### src/rtl/shift_div_pkg.sv
// Shared types and helpers for the shift-subtract divider.
// Build option (in shift_sub_div): SHIFT_SUB_DIV_ZERO_DETECT_EN.
package shift_div_pkg;

  localparam int STATE_W = 2;

  typedef enum logic [STATE_W-1:0] {
    IDLE   = 2'd0,
    DIVIDE = 2'd1,
    FINISH = 2'd2
  } div_state_t;

  // Iteration counter must reach WIDTH-1; never narrower than one bit.
  function automatic int cnt_width(input int width);
    int w;
    w = $clog2(width);
    return (w < 1) ? 1 : w;
  endfunction

endpackage

### src/rtl/div_sign_conv.sv
// Conditional two's-complement negator: result = neg ? -value : value.
module div_sign_conv #(
  parameter int WIDTH = 16
) (
  input  logic [WIDTH-1:0] value,
  input  logic             neg,
  output logic [WIDTH-1:0] result
);

  assign result = neg ? (~value + {{(WIDTH-1){1'b0}}, 1'b1}) : value;

endmodule

### src/rtl/shift_sub_div.sv
// Sequential restoring divider, one quotient bit per cycle, optional signed mode.
// Build option: define SHIFT_SUB_DIV_ZERO_DETECT_EN to short-cut zero divisors.
module shift_sub_div
  import shift_div_pkg::*;
#(
  parameter int WIDTH  = 16,
  parameter bit SIGNED = 1'b1
) (
  input  logic             clk,
  input  logic             rst,
  input  logic             start,
  input  logic             valid_in,
  input  logic [WIDTH-1:0] dividend,
  input  logic [WIDTH-1:0] divisor,
  input  logic             signed_mode,
  output logic [WIDTH-1:0] quotient,
  output logic [WIDTH-1:0] remainder,
  output logic             valid_out,
  output logic             done,
  output logic             busy,
  output logic             div_by_zero
);

  localparam int CNT_W = cnt_width(WIDTH);
  localparam logic [CNT_W-1:0] LAST_CNT = CNT_W'(WIDTH - 1);

  div_state_t state_reg, state_next;

  logic [WIDTH-1:0] q_reg;
  logic [WIDTH-1:0] dvs_reg;
  // The restored partial remainder is always below the divisor, so its
  // (WIDTH+1)th bit is provably zero and is not stored.
  logic [WIDTH-1:0] rem_reg;
  logic [CNT_W-1:0] cnt_reg;
  logic             q_neg_reg;
  logic             r_neg_reg;
  logic             busy_reg;
  logic             valid_reg;
  logic [WIDTH-1:0] quotient_reg;
  logic [WIDTH-1:0] remainder_reg;

  logic             accept;
  logic             signed_eff;
  logic             dvd_neg;
  logic             dvs_neg;
  logic [WIDTH-1:0] dvd_mag;
  logic [WIDTH-1:0] dvs_mag;
  logic [WIDTH-1:0] q_fixed;
  logic [WIDTH-1:0] r_fixed;

  logic [WIDTH:0]   s_val;
  logic [WIDTH-1:0] d_low;
  logic             ge;
  logic [WIDTH-1:0] rem_new;

  assign signed_eff = SIGNED & signed_mode;
  assign dvd_neg    = signed_eff & dividend[WIDTH-1];
  assign dvs_neg    = signed_eff & divisor[WIDTH-1];

  div_sign_conv #(.WIDTH(WIDTH)) u_dvd_mag (.value(dividend), .neg(dvd_neg), .result(dvd_mag));
  div_sign_conv #(.WIDTH(WIDTH)) u_dvs_mag (.value(divisor),  .neg(dvs_neg), .result(dvs_mag));
  div_sign_conv #(.WIDTH(WIDTH)) u_q_fix   (.value(q_reg),    .neg(q_neg_reg), .result(q_fixed));
  div_sign_conv #(.WIDTH(WIDTH)) u_r_fix   (.value(rem_reg),  .neg(r_neg_reg), .result(r_fixed));

  // Trial subtraction; when it succeeds the difference fits in WIDTH bits.
  assign s_val   = {rem_reg, q_reg[WIDTH-1]};
  assign ge      = (s_val >= {1'b0, dvs_reg});
  assign d_low   = s_val[WIDTH-1:0] - dvs_reg;
  assign rem_new = ge ? d_low : s_val[WIDTH-1:0];

`ifdef SHIFT_SUB_DIV_ZERO_DETECT_EN
  logic             dz_flag_reg;
  logic [WIDTH-1:0] raw_dvd_reg;
  logic             dbz_reg;
`endif

  always_comb begin
    state_next = state_reg;
    accept     = 1'b0;
    case (state_reg)
      IDLE: begin
        if (start && valid_in) begin
          accept = 1'b1;
`ifdef SHIFT_SUB_DIV_ZERO_DETECT_EN
          state_next = (divisor == '0) ? FINISH : DIVIDE;
`else
          state_next = DIVIDE;
`endif
        end
      end
      DIVIDE:  if (cnt_reg == LAST_CNT) state_next = FINISH;
      FINISH:  state_next = IDLE;
      default: state_next = IDLE;
    endcase
  end

  always_ff @(posedge clk) begin
    if (rst) state_reg <= IDLE;
    else     state_reg <= state_next;
  end

  always_ff @(posedge clk) begin
    if (rst) begin
      q_reg         <= '0;
      dvs_reg       <= '0;
      rem_reg       <= '0;
      cnt_reg       <= '0;
      q_neg_reg     <= 1'b0;
      r_neg_reg     <= 1'b0;
      busy_reg      <= 1'b0;
      valid_reg     <= 1'b0;
      quotient_reg  <= '0;
      remainder_reg <= '0;
`ifdef SHIFT_SUB_DIV_ZERO_DETECT_EN
      dz_flag_reg   <= 1'b0;
      raw_dvd_reg   <= '0;
      dbz_reg       <= 1'b0;
`endif
    end else begin
      valid_reg <= 1'b0;
      case (state_reg)
        IDLE: begin
          if (accept) begin
            q_reg     <= dvd_mag;
            dvs_reg   <= dvs_mag;
            rem_reg   <= '0;
            cnt_reg   <= '0;
            q_neg_reg <= dvd_neg ^ dvs_neg;
            r_neg_reg <= dvd_neg;
            busy_reg  <= 1'b1;
`ifdef SHIFT_SUB_DIV_ZERO_DETECT_EN
            dz_flag_reg <= (divisor == '0);
            raw_dvd_reg <= dividend;
`endif
          end
        end
        DIVIDE: begin
          rem_reg <= rem_new;
          q_reg   <= {q_reg[WIDTH-2:0], ge};
          cnt_reg <= cnt_reg + 1'b1;
        end
        FINISH: begin
          valid_reg <= 1'b1;
          busy_reg  <= 1'b0;
`ifdef SHIFT_SUB_DIV_ZERO_DETECT_EN
          quotient_reg  <= dz_flag_reg ? '1 : q_fixed;
          remainder_reg <= dz_flag_reg ? raw_dvd_reg : r_fixed;
          dbz_reg       <= dz_flag_reg;
`else
          quotient_reg  <= q_fixed;
          remainder_reg <= r_fixed;
`endif
        end
        default: ;
      endcase
    end
  end

  assign quotient  = quotient_reg;
  assign remainder = remainder_reg;
  assign valid_out = valid_reg;
  assign done      = valid_reg;
  assign busy      = busy_reg;
`ifdef SHIFT_SUB_DIV_ZERO_DETECT_EN
  assign div_by_zero = dbz_reg;
`else
  assign div_by_zero = 1'b0;
`endif

endmodule
### config.mk
export PLATFORM = sky130hd
export DESIGN_NAME = shift_sub_div
export DESIGN_NICKNAME = d
export VERILOG_FILES = /design/src/rtl/shift_div_pkg.sv /design/src/rtl/div_sign_conv.sv /design/src/rtl/shift_sub_div.sv
export SDC_FILE = /design/constraint.sdc
export NUM_CORES = 1
export LEC_CHECK = 0
export ABC_AREA = 1
export CORE_MARGIN = 2
export CORE_UTILIZATION = 67
export DETAILED_ROUTE_END_ITERATION = 12
export DONT_BUFFER_PORTS = 1
export GPL_TIMING_DRIVEN = 0
export MAX_ROUTING_LAYER = met4
export PLACE_DENSITY = 0.95
export SLEW_MARGIN = 10
export SYNTH_ARGS = -nofsm -noshare
export SYNTH_HDL_FRONTEND = slang
export SYNTH_SLANG_ARGS = --single-unit
### constraint.sdc
create_clock -name clk -period 5 [get_ports clk]
set_input_delay 0.75 -clock clk [delete_from_list [all_inputs] [get_ports clk]]
set_output_delay 0.75 -clock clk [all_outputs]
set_load 0.02 [all_outputs]
==> impl_metrics.json <==
{
  "status": "complete, no violations",
  "hold_buffers": 0,
  "rows": 34,
  "cp.arrival_ns": 2.47,
  "drt_iter0_drc": 674,
  "synth_seq_cells": 90,
  "slew_headroom_pct": 49.5,
  "dr.pass1.iters": 6,
  "reg2reg_slack_ns": 2.79,
  "area_growth_pct": 6.05,
  "final_area_mm2": 0.00649,
  "synthArstFlopShare_pct": 0,
  "timing_worst_setup_path_type": "flop to flop",
  "grt_max_degree": 16,
  "clk_pin_slew_ns": 0.09,
  "grt_setup_unrepaired": "false",
  "cellLeakagePower_nw": 3.01,
  "finalHoldViolCount": 0,
  "ant_nets": 0,
  "root_buffer": "clkbuf_8",
  "track_usage_pct": 36.7,
  "fp.dieW_um": 99.6,
  "cp_slowest_cell": "fa_1",
  "clockBufferDepth": 2,
  "coreArea_mm2": 0.00881,
  "clock-sinks": 90,
  "syn_inst": 925,
  "period_needed_ns": 2.21,
  "rr_worst_depth": 11,
  "synth_cell_types": 46,
  "cts_tree": "built",
  "final.setup.tns_ns": 0,
  "fin_nets": 995,
  "placed_area_mm2": 0.00626,
  "cts_max_level": 3,
  "ioPinCount": 73,
  "yosys.area.top_type": "dfxtp_1",
  "synth_edf_count": 0,
  "fin_crit_sh_pct": 44.3,
  "r2r_end": "rem_reg[8]$_SDFFE_PP0P_",
  "io_buffers": 0,
  "place.gp.congestion": 1.01,
  "setup_viol": 0,
  "pre_cts_ws_ns": 2.77,
  "netlist_area_mm2": 0.00612,
  "critPathBufInv": 2,
  "timing.hold.ws_ns": 0.471,
  "peakVddDrop_mv": 0.331,
  "synth_area_leaders": "dfxtp_1 (29%), nand2_1 (13%), inv_1 (8.2%), a21oi_1 (5.8%), nand3_1 (5.7%)",
  "drv_cap": 0,
  "num_vias": 6373,
  "cts_resized": 0,
  "start_kind": "flop",
  "routed_wirelength_um": 17500,
  "rr_startpoint": "q_reg[15]$_SDFFE_PP0P_",
  "critPathMaxStageDelay_ns": 0.44,
  "pwr_density_cell_mw_per_mm2": 578,
  "synthesis.nets": 984,
  "antenna_found_initial": 0,
  "cts_buffers": 9,
  "yosysWarnings": 0,
  "insertion_delay_ns": 0.37,
  "ys_seq_area_share_pct": 29.4,
  "clock_skew_ns": 0.00872,
  "cp_cell_sequence": "inv_1 > ha_1 > inv_1 > fa_1 > nand3_1 > nand3_1 > a21oi_1 > xor2_1 > nand2_2 > nand3_2 > a21oi_2",
  "cp.required_ns": 5.26,
  "path_max_fanout": 4,
  "fin_ws_ns": 2.79,
  "synth_top_cell_area_share_pct": 29.4,
  "diodes": 0,
  "syn_avg_cell_area_um2": 6.62,
  "post_cts_buffers": 0,
  "end_kind": "flop",
  "drive_gt1_share_pct": 9.99,
  "vias_per_cell": 6.08,
  "hold_path.startpoint": "cnt_reg[3]$_SDFFE_PP0P_",
  "drt-wirelength-per-cell_um": 16.7,
  "max_freq_mhz": 452,
  "die_h_um": 99.6,
  "whs_endpoint": "cnt_reg[3]$_SDFFE_PP0P_",
  "start_util_pct": 69.5,
  "power.total_mw": 3.75,
  "crit_family": "adder cells",
  "worst_slew_pin_slew_ns": 0.758,
  "grt_pass1_wl_um": 28300,
  "hpwl_um": 13100,
  "die_area_mm2": 0.00992,
  "min_path_cells": 1,
  "hold_path.class": "flop to flop",
  "drc_errors": 0,
  "finalMaxSlewViolations": 0,
  "grt-ovfl-total": 0,
  "grt_pass1_vias": 5931,
  "ys.flop_type": "dfxtp_1"
}
cell usage after synthesis, types with 6 or more instances:
master    instances
nand3_2          19
nand3_1          70
nor2_1           75
o21ai_0          69
inv_1           133
inv_2             6
nand2_2          18
a21oi_1          71
clkbuf_1         17
nand4_1          10
o211ai_1         10
o221ai_1          7
ha_1             21
xor2_1           22
nand2_1         204
nor3_1           12
a21oi_2           7
dfxtp_1          90
xnor2_1           7
how the worst max path moves through the flow:
stage | cells after the start | from | end | slack (ns)
after floorplan | 9 | divisor[0] | dvs_reg[14]$_SDFFE_PP0P_ | 3.06
after global placement | 9 | divisor[0] | dvs_reg[12]$_SDFFE_PP0P_ | 2.82
after detailed placement | 9 | divisor[0] | dvs_reg[14]$_SDFFE_PP0P_ | 2.77
after CTS | 13 | q_reg[15]$_SDFFE_PP0P_ | rem_reg[12]$_SDFFE_PP0P_ | 2.83
after global routing | 13 | rem_reg[10]$_SDFFE_PP0P_ | rem_reg[3]$_SDFFE_PP0P_ | 2.65
final | 11 | q_reg[15]$_SDFFE_PP0P_ | rem_reg[8]$_SDFFE_PP0P_ | 2.79
layout by cell type (no fill, tap or decap), types with 12 or more instances in the layout:
cell and count:
clkbuf_8 16, nand3_2 19, nand2_2 18, o21ai_0 69
clkbuf_1 17, dfxtp_1 90, nand3_1 70, nor2_1 75
ha_1 21, inv_1 133, xor2_1 22, nand2_1 204
nor3_1 12, a21oi_1 71
cell type report:
type                            count  area [um2]
Sequential cell                    90        1800
Inverter                          141         529
Fill cell                         691        2310
Buffer                             34         218
Clock inverter                      5        83.8
Tap cell                          108         135
Multi-Input combinational cell    660        3570
Clock buffer                       11         151
where the power goes:
part           switching (mW)  internal (mW)
clock network           0.269          0.311
registers              0.0987          0.782
logic                    1.47          0.819
cells by family (layout without fill, tap and decap cells):
kind of cell / after synthesis / count (layout) / synth area share [%]
simple gates: 427 / 427 / 32.8
compound gates: 181 / 181 / 16.8
buf+inv: 175 / 191 / 12.2
flops: 90 / 90 / 29.4
xor+xnor: 29 / 29 / 4.15
fa+ha+maj: 22 / 22 / 4.62
other cells: 1 / 1 / 0.0613
worst register-to-register path, cell delays in order (launching register included):
cell and delay, ns:
dfxtp_1 0.34, inv_1 0.18, ha_1 0.20, inv_1 0.10, fa_1 0.44, nand3_1 0.10, nand3_1 0.16, a21oi_1 0.21
xor2_1 0.20, nand2_2 0.07, nand3_2 0.06, a21oi_2 0.05
per-layer routing:
| metal | vias to the layer above | GRT usage [%] | wire (um) |
|---|---|---|---|
| met5 | - | - | 0 |
| met4 | 0 | 13.4 | 578 |
| met3 | 72 | 10.1 | 1920 |
| met2 | 373 | 55.8 | 7820 |
| met1 | 2892 | 46.7 | 7150 |
| li1 | 3036 | - | - |
per-stage QoR:
step / util, % / instances
final: 73.7 / 1049
after global routing: 73.7 / 1049
after detailed placement: 71.1 / 1033
after floorplan: - / 925
after CTS: 73.7 / 1049
after global placement: 71.1 / 1033
Note: power is estimated with default switching activity, not from simulation.
